--- src/rtl/frame_write_pkg.sv ---
// Shared types and gear decode for the downlink frame-write controller.
package frame_write_pkg;

  localparam int PKG_CNT_W = 16;

  // High-speed gears: frames are additionally split into fixed-size segments.
  localparam logic [31:0] GEAR_HS0 = 32'h42;
  localparam logic [31:0] GEAR_HS1 = 32'h43;

  typedef enum logic [2:0] {
    ST_IDLE,
    ST_SYNC,
    ST_COUNT,
    ST_END_WAIT,
    ST_END_HOLD
  } state_t;

  // Bytes per frame for each gear code; zero marks a gear that never frames.
  function automatic logic [PKG_CNT_W-1:0] gear_frame_len(input logic [31:0] gear);
    logic [PKG_CNT_W-1:0] len;
    case (gear)
      32'h52:                                 len = 16'd48;
      32'h51:                                 len = 16'd20;
      32'h4F, 32'h4E:                         len = 16'd40;
      32'h4D, 32'h4C:                         len = 16'd80;
      32'h4B, 32'h4A:                         len = 16'd160;
      32'h49:                                 len = 16'd320;
      32'h48, 32'h47, 32'h46, 32'h45, 32'h44: len = 16'd160;
      32'h43:                                 len = 16'd320;
      32'h42, 32'h41:                         len = 16'd480;
      default:                                len = '0;
    endcase
    return len;
  endfunction

  function automatic logic gear_is_hs(input logic [31:0] gear);
    return (gear == GEAR_HS0) || (gear == GEAR_HS1);
  endfunction

endpackage

--- src/rtl/frame_write_ctrl_gear_sync.sv ---
// Two-flop gear sampler with change detect and a one-cycle FIFO reset
// issued in the cycle after a change is seen.
module gear_sync
  import frame_write_pkg::*;
#(
  parameter int GEAR_W = 8
) (
  input  logic              clk163m84,
  input  logic              rst_n,
  input  logic [GEAR_W-1:0] gear_i,
  output logic [GEAR_W-1:0] gear_q2,
  output logic              gear_chg,
  output logic              fifo_rst
);

  logic [GEAR_W-1:0] gear_q1;

  // A change is visible for exactly one cycle, while q1 has moved and q2 has not.
  assign gear_chg = (gear_q1 != gear_q2);

  // Sample the quasi-static gear and register the FIFO reset pulse.
  always_ff @(posedge clk163m84 or negedge rst_n) begin
    if (!rst_n) begin
      gear_q1  <= '0;
      gear_q2  <= '0;
      fifo_rst <= 1'b0;
    end else begin
      gear_q1  <= gear_i;
      gear_q2  <= gear_q1;
      fifo_rst <= gear_chg;
    end
  end

endmodule

--- src/rtl/frame_write_ctrl.sv ---
// Frame-write controller: gates source bytes into the downlink FIFO, counts
// them against the per-gear frame length and emits frame/segment pulses.
//
// state       | meaning
// ------------+-----------------------------------------------------------
// ST_IDLE     | counters cleared, wait for a framed gear after FIFO reset
// ST_SYNC     | one settling cycle before accepting bytes
// ST_COUNT    | bytes accepted into the FIFO and counted
// ST_END_WAIT | delay from last byte to the frame_end pulse
// ST_END_HOLD | guard time after frame_end before the next frame
module frame_write_ctrl
  import frame_write_pkg::*;
#(
  parameter int GEAR_W   = 8,
  parameter int CNT_W    = 16,
  parameter int SEG_LEN  = 160,
  parameter int END_DLY  = 7,
  parameter int HOLD_DLY = 7,
  parameter int DROP_W   = 8
) (
  input  logic              clk163m84,
  input  logic              rst_n,
  input  logic [GEAR_W-1:0] gear_i,
  input  logic              data_valid,
  input  logic              fifo_full,
  output logic              wr_en,
  output logic              frame_end,
  output logic              seg_end,
  output logic              fifo_rst,
  output logic              hs_mode,
  output logic [DROP_W-1:0] drop_cnt,
  output logic              busy
);

  localparam logic [CNT_W-1:0]  CNT_ONE  = CNT_W'(1);
  localparam logic [CNT_W-1:0]  SEG_LAST = CNT_W'(SEG_LEN);
  localparam logic [DROP_W-1:0] DROP_ONE = DROP_W'(1);
  localparam logic [3:0]        END_LAST  = 4'(END_DLY);
  localparam logic [3:0]        HOLD_LAST = 4'(HOLD_DLY);

  state_t            state, state_nxt;
  logic [GEAR_W-1:0] gear_q2;
  logic              gear_chg;
  logic [CNT_W-1:0]  frame_len;
  logic [CNT_W-1:0]  byte_cnt, seg_cnt;
  logic [CNT_W-1:0]  byte_cnt_inc, seg_cnt_inc;
  logic [3:0]        dly;
  logic              last_byte, seg_hit;

  gear_sync #(.GEAR_W(GEAR_W)) u_gear_sync (
    .clk163m84 (clk163m84),
    .rst_n     (rst_n),
    .gear_i    (gear_i),
    .gear_q2   (gear_q2),
    .gear_chg  (gear_chg),
    .fifo_rst  (fifo_rst)
  );

  assign byte_cnt_inc = byte_cnt + CNT_ONE;
  assign seg_cnt_inc  = seg_cnt + CNT_ONE;
  // A gear change overrides any byte accepted in the same cycle.
  assign last_byte    = wr_en && !gear_chg && (byte_cnt_inc == frame_len);
  assign seg_hit      = hs_mode && wr_en && !gear_chg &&
                        ((seg_cnt_inc == SEG_LAST) || (byte_cnt_inc == frame_len));

  // State register.
  always_ff @(posedge clk163m84 or negedge rst_n) begin
    if (!rst_n) state <= ST_IDLE;
    else        state <= state_nxt;
  end

  // Next-state logic; a gear change aborts any frame in progress.
  always_comb begin
    state_nxt = state;
    case (state)
      ST_IDLE: begin
        // Hold off while the gear or frame length is still settling after a change.
        if (gear_q2 != '0 && frame_len != '0 && !fifo_rst && !gear_chg)
          state_nxt = ST_SYNC;
      end
      ST_SYNC: begin
        state_nxt = gear_chg ? ST_IDLE : ST_COUNT;
      end
      ST_COUNT: begin
        if (gear_chg)       state_nxt = ST_IDLE;
        else if (last_byte) state_nxt = ST_END_WAIT;
      end
      ST_END_WAIT: begin
        if (gear_chg)              state_nxt = ST_IDLE;
        else if (dly == END_LAST)  state_nxt = ST_END_HOLD;
      end
      ST_END_HOLD: begin
        if (gear_chg || dly == HOLD_LAST) state_nxt = ST_IDLE;
      end
      default: state_nxt = ST_IDLE;
    endcase
  end

  // Combinational outputs; frame_end is suppressed if a gear change lands on it.
  always_comb begin
    wr_en     = data_valid && (state == ST_COUNT) && !fifo_full;
    frame_end = (state == ST_END_WAIT) && (dly == END_LAST) && !gear_chg;
    busy      = (state != ST_IDLE);
  end

  // Counters, delay timer, gear decode and registered pulses.
  always_ff @(posedge clk163m84 or negedge rst_n) begin
    if (!rst_n) begin
      frame_len <= '0;
      hs_mode   <= 1'b0;
      byte_cnt  <= '0;
      seg_cnt   <= '0;
      dly       <= '0;
      seg_end   <= 1'b0;
      drop_cnt  <= '0;
    end else begin
      frame_len <= CNT_W'(gear_frame_len(32'(gear_q2)));
      hs_mode   <= gear_is_hs(32'(gear_q2));
      seg_end   <= 1'b0;

      if (fifo_rst)
        drop_cnt <= '0;
      else if (state == ST_COUNT && data_valid && fifo_full && drop_cnt != {DROP_W{1'b1}})
        drop_cnt <= drop_cnt + DROP_ONE;

      case (state)
        ST_COUNT: begin
          dly <= '0;
          if (wr_en && !gear_chg) begin
            byte_cnt <= byte_cnt_inc;
            if (hs_mode) seg_cnt <= seg_hit ? '0 : seg_cnt_inc;
            seg_end <= seg_hit;
          end
        end
        ST_END_WAIT: begin
          dly <= (dly == END_LAST) ? 4'd0 : dly + 4'd1;
        end
        ST_END_HOLD: begin
          dly <= dly + 4'd1;
        end
        default: begin
          byte_cnt <= '0;
          seg_cnt  <= '0;
          dly      <= '0;
        end
      endcase
    end
  end

endmodule
--- config.mk ---
export PLATFORM = sky130hd
export DESIGN_NAME = frame_write_ctrl
export DESIGN_NICKNAME = d
export VERILOG_FILES = /design/src/rtl/frame_write_pkg.sv /design/src/rtl/frame_write_ctrl_gear_sync.sv /design/src/rtl/frame_write_ctrl.sv
export SDC_FILE = /design/constraint.sdc
export NUM_CORES = 1
export LEC_CHECK = 0
export CAP_MARGIN = 20
export CORE_MARGIN = 2
export CORE_UTILIZATION = 45
export CTS_BUF_LIST = sky130_fd_sc_hd__clkbuf_4
export DETAILED_ROUTE_END_ITERATION = 10
export HOLD_SLACK_MARGIN = 0.05
export PLACE_DENSITY_LB_ADDON = 0.12
export SETUP_SLACK_MARGIN = 0.1
export SYNTH_ARGS = -nofsm -noshare
export SYNTH_HDL_FRONTEND = slang
export SYNTH_HIERARCHICAL = 1
export SYNTH_SLANG_ARGS = --single-unit
--- constraint.sdc ---
create_clock -name clk163m84 -period 3.55 [get_ports clk163m84]
set_input_delay 0.71 -clock clk163m84 [delete_from_list [all_inputs] [get_ports clk163m84]]
set_output_delay 0.71 -clock clk163m84 [all_outputs]
set_load 0.05 [all_outputs]
# After elaboration in Yosys (flattened, before gate mapping)
# Cells that the tools add are included.
[word_totals]
ramBits = 0
register_bits = 82
latchBits = 0
romBits = 0
n_memories = 0
inputBits = 12
[classes]
n_bitwise = 1
n_reduce_logical = 34
muxes = 21
n_div = 0
multipliers = 0
order_cmp = 0
shifts = 0
add_sub_neg = 4
n_eq_ne = 32
[ops]
columns = ["cell", "count"]
rows = [
  ["8-bit by 7-bit equality test with 1-bit output, second input constant", 17],
  ["16-bit 2-to-1 mux", 4],
  ["16-bit one-hot mux with 2 select lines", 2],
  ["9-bit one-hot mux with 7 select lines", 1],
  ["16-bit by 1-bit adder with 16-bit output, second input constant", 2],
  ["3-bit 2-to-1 mux", 6],
  ["16-bit equality test", 1],
  ["16-bit by 8-bit equality test with 1-bit output, second input constant", 1],
  ["8-bit 2-to-1 mux", 2],
  ["16-bit nonzero test", 1],
  ["3-bit one-hot mux with 5 select lines", 1],
  ["1-bit logical AND", 14],
  ["2-bit OR reduction", 5],
  ["8-bit by 1-bit adder with 8-bit output, second input constant", 1],
  ["2-bit != test, second input constant", 4],
  ["8-bit != test", 1],
  ["8-bit != test, second input constant", 1],
  ["4-bit one-hot mux with 2 select lines", 1],
  ["8-bit nonzero test", 1],
  ["7-bit OR reduction", 1],
  ["3-bit by 2-bit equality test with 1-bit output, second input constant", 2],
  ["3-bit != test, second input constant", 2],
  ["4-bit by 1-bit adder with 4-bit output, second input constant", 1],
  ["4-bit by 3-bit equality test with 1-bit output, second input constant", 1],
  ["other kinds (14)", 19],
]

# Longest topological paths before layout
# Gate-level depths: netlist of the first run.
[logic_depth]
depth_word = 10
depth_mapped = 10
depth_no_buf = 8

# Modules after synthesis
# Netlist of the first run, hierarchy kept.
[modules_own_cells]
columns = ["module", "area_each_um2", "cells_per_inst", "n_inst"]
rows = [
  ["frame_write_ctrl", 3557.2, 415, 1],
  ["gear_sync", 511.7, 28, 1],
]

# Least setup slack after synthesis of the first run
# No wires, ideal clock.
[synth_timing]
kind = "flip-flop to flip-flop"
from = "register seg_cnt[0]"
to = "register seg_cnt[3]"
arrival_ps = 2565
setup_ps = 125
path_stages_with_launch = 10
synth_period_minus_slack_ps = 2690
setup_slack_ps = 860
cell_sequence = "dfrtp_1 ha_1 nand3_1 nor3b_1 mux2_2 o21ai_0 o2111a_1 buf_4 nor4_1 mux2_2"
[synth_between]
elab_chain_len = 8
[synth_rtl]
columns = ["item", "line", "rtl"]
rows = [
  ["start, declared", "frame_write_ctrl.sv:45", "logic [CNT_W-1:0] byte_cnt, seg_cnt;"],
  ["start signal, assigned", "frame_write_ctrl.sv:131", "if (hs_mode) seg_cnt <= seg_hit ? '0 : seg_cnt_inc;"],
  ["16-bit by 1-bit adder with 16-bit output (*)", "frame_write_ctrl.sv:60", "assign seg_cnt_inc = seg_cnt + CNT_ONE;"],
  ["16-bit by 8-bit equality test with 1-bit output", "frame_write_ctrl.sv:64", "((seg_cnt_inc == SEG_LAST) || (byte_cnt_inc == frame_len));"],
  ["1-bit logical OR", "frame_write_ctrl.sv:64", ""],
  ["1-bit logical AND", "frame_write_ctrl.sv:63", "assign seg_hit = hs_mode && wr_en && !gear_chg &&"],
  ["16-bit 2-to-1 mux (*) (2 in a row)", "frame_write_ctrl.sv:131", ""],
  ["16-bit 2-to-1 mux (*)", "frame_write_ctrl.sv:129", "if (wr_en && !gear_chg) begin"],
  ["16-bit one-hot mux with 2 select lines (*)", "frame_write_ctrl.sv:126", "case (state)"],
]
# Mark *: on every way between the ends. The rest lies on a longest branch, timed or not. The select of a mux whose other input is x is not followed.
# A chain may end at the register's enable or synchronous reset.

# Worst setup path after layout of the first run
[layout_timing]
from = "register state[2]"
to = "output wr_en"
[layout_between]
elab_chain_len = 3
[layout_rtl]
columns = ["item", "line", "rtl"]
rows = [
  ["start, declared", "frame_write_ctrl.sv:41", "state_t state, state_nxt;"],
  ["start signal, assigned", "frame_write_ctrl.sv:69", "else state <= state_nxt;"],
  ["3-bit by 2-bit equality test with 1-bit output", "frame_write_ctrl.sv:101", "wr_en = data_valid && (state == ST_COUNT) && !fifo_full;"],
  ["1-bit logical AND (2 in a row)", "frame_write_ctrl.sv:101", ""],
  ["end, declared", "frame_write_ctrl.sv:26", "output logic wr_en,"],
]
# No other way between the ends.

==> impl_metrics.py, run 1 <==
metrics = {
    "timing": {
        "report.final.slew_viol_count": 0,
        "period_share": 0.870,
        "hold_viol_final": 0,
        "rsz0062_at_grt": "no",
        "fmax_mhz": 324,
        "period_needed_ns": 3.09,
        "setup_viol": 0,
        "finClkSkew_ns": 0.0209,
        "fin_setup_tns_ns": 0,
        "hold_slack_ns": 0.402,
        "relSlewSlack": 0.388,
        "worst_slew_pin_slew_ns": 0.917,
    },
    "cells_and_area": {
        "nFillCells": 816,
        "area_growth_syn_to_layout_pct": 12.1,
        "fin_util": 0.521,
        "post_route_cells_drive_above_1_share": 0.0768,
        "fin_nets": 482,
        "final_cell_mix": "73 x dfrtp_1, 45 x nor2_1, 39 x nand2_1",
        "layout_commonest_cell": "dfrtp_1",
        "n_antenna_cell": 0,
    },
    "run_status": {
        "outcome": "finished, final reports clean",
    },
    "placement": {
        "port_buffers": 25,
        "gp_congestion": 0.842,
        "hpwl_um": 5930,
    },
    "critical_path": {
        "cpPeakStageDelay_ns": 0.83,
        "critPathTopFamily": "buffers and inverters",
        "r2r_cells": 9,
        "start_kind": "register",
        "endpoint_kind": "primary output",
        "crit_required_ns": 2.84,
        "timing.rr.start": "seg_cnt[0]$_DFFE_PN0P_",
        "critPathMaxFanout": 8,
        "cp_num_buf_inv": 1,
        "worstSetupPathType": "reg -> out",
        "ff2ff_setup_slack_ns": 0.46,
        "rr_endpoint": "seg_cnt[3]$_DFFE_PN0P_",
        "crit_arrival_ns": 2.38,
        "crit_chain": "nor2b_1 > nand3b_1 > nor2_1 > clkdlybuf4s50_1",
        "crit_slowest_cell": "clkdlybuf4s50_1",
    },
    "yosys": {
        "syn_area_um2": 4070,
        "synth.distinct_cells": 59,
        "ys.flop_type": "dfrtp_1",
        "ys_ff_latch": 73,
        "postSynthNetCount": 461,
        "synth_edf_count": 0,
        "yosys_warnings": 6,
        "synth_area_per_cell_um2": 9.18,
        "synth-seq-area-share": 0.449,
        "netlist_instances": 443,
        "postSynth.asyncResetShare": 1.00,
    },
    "detailed_routing": {
        "post-route-drc-count": 0,
        "first_iter_violations": 195,
        "num_vias": 3298,
        "routed_wl_um": 8670,
        "avgViaCountPerCell": 5.72,
        "ant_nets": 0,
        "wl_per_cell_um": 15.0,
        "detail_route.first_pass.iterations": 5,
    },
    "clock_tree": {
        "hold_buffers": 0,
        "worstSkewPairLatency_ns": 0.41,
        "cts_tree": "built",
        "cts_made_buffers": 9,
        "clockRootBuffer": "clkbuf_4",
        "cts_sinks": 73,
        "clockBufferDepth": 2,
        "cts_htree_levels": 3,
        "clk_pin_slew_ns": 0.13,
    },
    "global_routing": {
        "grt_pass1_vias": 3279,
        "grt_pass1_wl_um": 15200,
        "grt_max_degree": 74,
        "antenna_found_initial": 0,
        "grt_overflow_total": 0,
        "track_usage": 0.191,
    },
    "power_and_ir_drop": {
        "p_int_mw": 1.15,
        "ir_worst_vdd_uv": 233,
        "netSwitchingFraction": 0.235,
        "p_seq_frac": 0.569,
        "power_mw": 1.50,
        "powerDensity_nw_per_um2": 329,
        "power.leakage_nw": 1.92,
        "p_switching_mw": 0.352,
        "combPwrFrac": 0.034,
        "power_frac_clock": 0.397,
    },
    "run": {
        "maxCapViolations": 0,
    },
    "hold_path": {
        "hold_class": "reg -> reg",
        "holdCritStartpoint": "u_gear_sync/gear_q1[7]$_DFF_PN0_",
        "min_path_cells": 0,
        "min_to": "u_gear_sync/gear_q2[7]$_DFF_PN0_",
    },
    "floorplanning": {
        "placementRows": 34,
        "initial_core_util": 0.464,
        "die_area_um2": 9820,
        "die_w_um": 99.1,
        "io_pins": 26,
        "die_y_um": 99.1,
        "placeableCoreArea_um2": 8760,
    },
}
-- power groups by stage --
stage / clock [mW] / sequential, mW / combinational [mW]
after floorplan: 0 / 0.866 / 0.0223
after global placement: 0 / 0.870 / 0.0525
after detailed placement: 0 / 0.871 / 0.0532
after CTS: 0.613 / 0.855 / 0.0536
after global routing: 0.659 / 0.858 / 0.0599
final: 0.596 / 0.855 / 0.0514
-- synth_stat cells, types with 2 or more instances --
cell / number / area, um2
a211oi_1: 3 / 22.5
a21o_1: 7 / 52.6
a21oi_1: 15 / 75.1
a31oi_1: 5 / 31.3
a41oi_1: 2 / 17.5
and2_1: 7 / 43.8
and3_1: 5 / 31.3
buf_1: 2 / 7.51
buf_2: 3 / 15.0
buf_4: 5 / 37.5
clkbuf_1: 11 / 41.3
dfrtp_1: 73 / 1830
ha_1: 6 / 75.1
inv_1: 8 / 30.0
mux2_2: 2 / 22.5
mux2i_1: 2 / 20.0
nand2_1: 39 / 146
nand2b_1: 4 / 25.0
nand3_1: 29 / 145
nand4_1: 5 / 31.3
nor2_1: 45 / 169
nor2b_1: 4 / 25.0
nor3_1: 15 / 75.1
nor3b_1: 4 / 30.0
nor4_1: 13 / 81.3
nor4b_1: 2 / 17.5
o2111a_1: 2 / 22.5
o2111ai_1: 2 / 17.5
o21ai_0: 31 / 155
o22a_1: 2 / 17.5
o31ai_1: 11 / 82.6
o41ai_1: 9 / 78.8
or2_2: 3 / 18.8
or3_1: 7 / 43.8
or4_1: 3 / 22.5
xnor2_1: 13 / 114
xor2_1: 22 / 193
-- worst max-delay path by stage --
stage | slack [ns] | from | end | depth (start not counted)
finish | 0.46 | state[2]$_DFFE_PN0P_ | wr_en | 4
global route | 0.22 | seg_cnt[0]$_DFFE_PN0P_ | seg_cnt[3]$_DFFE_PN0P_ | 9
CTS | 0.20 | u_gear_sync/gear_q2[2]$_DFF_PN0_ | frame_end | 5
detailed placement | 0.39 | seg_cnt[0]$_DFFE_PN0P_ | seg_cnt[3]$_DFFE_PN0P_ | 9
global placement | 0.51 | seg_cnt[0]$_DFFE_PN0P_ | seg_cnt[3]$_DFFE_PN0P_ | 9
floorplan | 0.86 | seg_cnt[0]$_DFFE_PN0P_ | seg_cnt[3]$_DFFE_PN0P_ | 9
-- stage by stage --
step / setup WS (ns) / cells / area (um2)
2_1_floorplan: 0.860 / 443 / 4070
5_1_grt: 0.222 / 577 / 4560
3_3_place_gp: 0.513 / 561 / 4390
3_5_place_dp: 0.394 / 561 / 4390
6_report: 0.461 / 577 / 4560
4_1_cts: 0.196 / 577 / 4550
-- logic make-up after synthesis --
| kind of cell | share of synthesized area |
|---|---|
| AO/OA/AOI/OAI | 0.153 |
| XOR/XNOR | 0.0753 |
| adder cells (fa/ha/maj) | 0.0184 |
| buffers and inverters | 0.0363 |
| flip-flops | 0.449 |
| multiplexers | 0.0105 |
| AND/OR/NAND/NOR | 0.258 |
-- metal layers --
metal | track usage | part of all wire | vias to the layer above
met5 | 0 | 0 | -
met4 | 0.0548 | 0.0085 | 0
met3 | 0.0330 | 0.037 | 4
met2 | 0.303 | 0.47 | 69
met1 | 0.271 | 0.49 | 1572
li1 | - | - | 1653
-- what timing repair did --
action                                  in CTS  in global routing
resized for setup                            0                  2
endpoints found under the setup margin       0                  2
setup buffers                                0                  0
-- area by class of cell --
type,instances,area (um2),area share
well taps,108,135,0.0296
repair buffers,33,310,0.0680
clock buffers,9,67.6,0.0148
multi-input cells,339,2100,0.460
inverters,8,30.0,0.00658
flip-flops and latches,73,1830,0.400
clock inverters,7,92.6,0.0203
-- registers in the layout (all words and copies together) (netlist names) --
register              flops
state                     3
frame_len                 7
hs_mode                   1
u_gear_sync/gear_q2       8
seg_cnt                  16
seg_end                   1
drop_cnt                  8
byte_cnt                 16
dly                       4
u_gear_sync/fifo_rst      1
u_gear_sync/gear_q1       8
No activity file was read; power rests on OpenSTA's default activity.
==> run 2, diff against run 1 <==
- HOLD_SLACK_MARGIN: 0.05 -> unset
==> results of run 2 <==
The final DEF is identical to that of run 1; final timing and power are the same.
==> run 3, diff against run 2 <==
--- a/config.mk
+++ b/config.mk
@@ -13,4 +13,5 @@
 export PLACE_DENSITY_LB_ADDON = 0.12
 export SETUP_SLACK_MARGIN = 0.1
+export SLEW_MARGIN = 20
 export SYNTH_ARGS = -nofsm -noshare
 export SYNTH_HDL_FRONTEND = slang
==> constraint.sdc (replaced) <==
create_clock -name clk163m84 -period 3.55 [get_ports clk163m84]
set_input_delay 0.71 -clock clk163m84 [delete_from_list [all_inputs] [get_ports clk163m84]]
set_output_delay 0.71 -clock clk163m84 [all_outputs]
set_load 0.01 [all_outputs]
==> run 3 against run 2 <==
Net effect:
- final cell count decreased by 0.17%
- clock power up 3%
- sequential power about the same
- clock-buffer cell count up 1
- first-iteration DRC count down 31%
- routed wire length shrank 0.29%
- hold slack hardly changed
- combinational power decreased by 2%
- via count is 0.12% lower
- clock skew fell by 0.0035 ns
==> impl_metrics.py, run 3 (synthesis results as in run 1) <==
metrics = {
    "timing": {
        "period_needed_ns": 3.05,
        "rsz0062_at_grt": "no",
        "hold_viol_final": 0,
        "fin_setup_tns_ns": 0,
        "finClkSkew_ns": 0.0175,
        "relSlewSlack": 0.397,
        "report.final.slew_viol_count": 0,
        "period_share": 0.858,
        "setup_viol": 0,
        "fmax_mhz": 328,
        "worst_slew_pin_slew_ns": 0.905,
    },
    "clock_tree": {
        "cts_sinks": 73,
        "clockBufferDepth": 2,
        "clockRootBuffer": "clkbuf_4",
        "clk_pin_slew_ns": 0.13,
        "cts_tree": "built",
        "cts_made_buffers": 9,
        "cts_htree_levels": 3,
        "worstSkewPairLatency_ns": 0.43,
        "hold_buffers": 0,
    },
    "critical_path": {
        "rr_endpoint": "seg_cnt[3]$_DFFE_PN0P_",
        "worstSetupPathType": "reg -> reg",
        "crit_arrival_ns": 3.38,
        "critPathMaxFanout": 16,
        "start_kind": "register",
        "ff2ff_setup_slack_ns": 0.50,
        "endpoint_kind": "register",
        "crit_required_ns": 3.88,
        "r2r_cells": 8,
        "timing.rr.start": "seg_cnt[0]$_DFFE_PN0P_",
    },
    "detailed_routing": {
        "ant_nets": 0,
        "detail_route.first_pass.iterations": 4,
        "routed_wl_um": 8650,
        "wl_per_cell_um": 15.0,
        "avgViaCountPerCell": 5.72,
        "first_iter_violations": 135,
        "post-route-drc-count": 0,
        "num_vias": 3294,
    },
    "global_routing": {
        "grt_pass1_wl_um": 15400,
        "grt_overflow_total": 0,
        "grt_pass1_vias": 3187,
        "track_usage": 0.191,
        "antenna_found_initial": 0,
        "grt_max_degree": 74,
    },
    "power_and_ir_drop": {
        "power.leakage_nw": 1.90,
        "powerDensity_nw_per_um2": 333,
        "ir_worst_vdd_uv": 237,
    },
    "run_status": {
        "outcome": "finished, final reports clean",
    },
    "floorplanning": {
        "die_w_um": 99.1,
        "placementRows": 34,
        "initial_core_util": 0.464,
        "die_y_um": 99.1,
        "io_pins": 26,
        "die_area_um2": 9820,
        "placeableCoreArea_um2": 8760,
    },
    "cells_and_area": {
        "final_cell_mix": "73 x dfrtp_1, 45 x nor2_1, 39 x nand2_1",
        "layout_commonest_cell": "dfrtp_1",
        "top_regs": "byte_cnt (16), seg_cnt (16)",
        "post_route_cells_drive_above_1_share": 0.0791,
        "area_growth_syn_to_layout_pct": 11.9,
        "fin_nets": 481,
        "n_antenna_cell": 0,
        "stdcell_area_um2": 4550,
        "stdcell_count": 576,
    },
    "placement": {
        "post-place-cells": 560,
        "port_buffers": 25,
        "placed_area_um2": 4390,
        "gp_congestion": 0.857,
        "hpwl_um": 5830,
    },
    "hold_path": {
        "hold_class": "in -> async",
    },
    "run": {
        "maxCapViolations": 0,
    },
}
## run 3: cell types whose count changed in the layout (fill, tap and decap cells not counted)
cell	change
clkinv_1	-2
clkinv_2	+1
inv_6	-1
buf_4	-1
clkbuf_4	+1
o2111a_2	+1
clkdlybuf4s50_1	+1
dlymetal6s2s_1	-1
nor3b_1	+1
nor3b_2	-1
clkinv_4	+1
o2111a_1	-1
## run 3: worst max-delay path, cell delays in order (launching register included)
cell and delay, ns:
dfrtp_1 0.46, ha_1 0.28, nand3_1 0.21, nor3b_1 0.51, mux2_2 0.39, o21ai_0 0.25, o2111a_2 0.47, o31ai_1 0.12
mux2_2 0.27
## run 3: through the flow
stage / util / setup slack, ns / power, mW / hold WS (ns)
floorplan: - / 0.860 / 0.888 / 0.372
global placement: 0.501 / 0.492 / 0.923 / 0.379
detailed placement: 0.501 / 0.386 / 0.924 / 0.383
CTS: 0.519 / 0.361 / 1.54 / 0.411
global route: 0.520 / 0.244 / 1.59 / 0.417
finish: 0.520 / 0.503 / 1.52 / 0.402
## run 3: worst max path at each step
stage | start | end | slack (ns) | depth (start not counted)
3_3_place_gp | seg_cnt[0]$_DFFE_PN0P_ | seg_cnt[3]$_DFFE_PN0P_ | 0.49 | 8
3_5_place_dp | seg_cnt[0]$_DFFE_PN0P_ | seg_cnt[3]$_DFFE_PN0P_ | 0.39 | 8
4_1_cts | seg_cnt[0]$_DFFE_PN0P_ | seg_cnt[3]$_DFFE_PN0P_ | 0.36 | 8
5_1_grt | seg_cnt[0]$_DFFE_PN0P_ | seg_cnt[3]$_DFFE_PN0P_ | 0.24 | 8
2_1_floorplan | seg_cnt[0]$_DFFE_PN0P_ | seg_cnt[3]$_DFFE_PN0P_ | 0.86 | 9
6_report | seg_cnt[0]$_DFFE_PN0P_ | seg_cnt[3]$_DFFE_PN0P_ | 0.50 | 8
## run 3: area by class of cell
class / instances / area, um2
clock inverter: 6 / 90.1
multi-input combinational: 339 / 2100
sequential: 73 / 1830
fill: 842 / 4210
inverter: 8 / 30.0
tap: 108 / 135
timing repair buffer: 32 / 300
clock buffer: 10 / 75.1
## run 3: timing repair
item | 4_1_cts | 5_1_grt
buffers inserted | 0 | 0
resized for setup | 0 | 1
setup endpoints to repair | 0 | 7
## run 3: layer usage
layer | global-route usage | wire length, um
met1 | 0.282 | 4400
met2 | 0.287 | 3820
met3 | 0.0302 | 274
met4 | 0.0685 | 152
met5 | 0 | 0
## run 3: power by group
| group | internal (mW) | switching (mW) | total, mW |
|---|---|---|---|
| registers | 0.842 | 0.0133 | 0.855 |
| clock network | 0.296 | 0.315 | 0.611 |
| logic | 0.0216 | 0.0289 | 0.0505 |
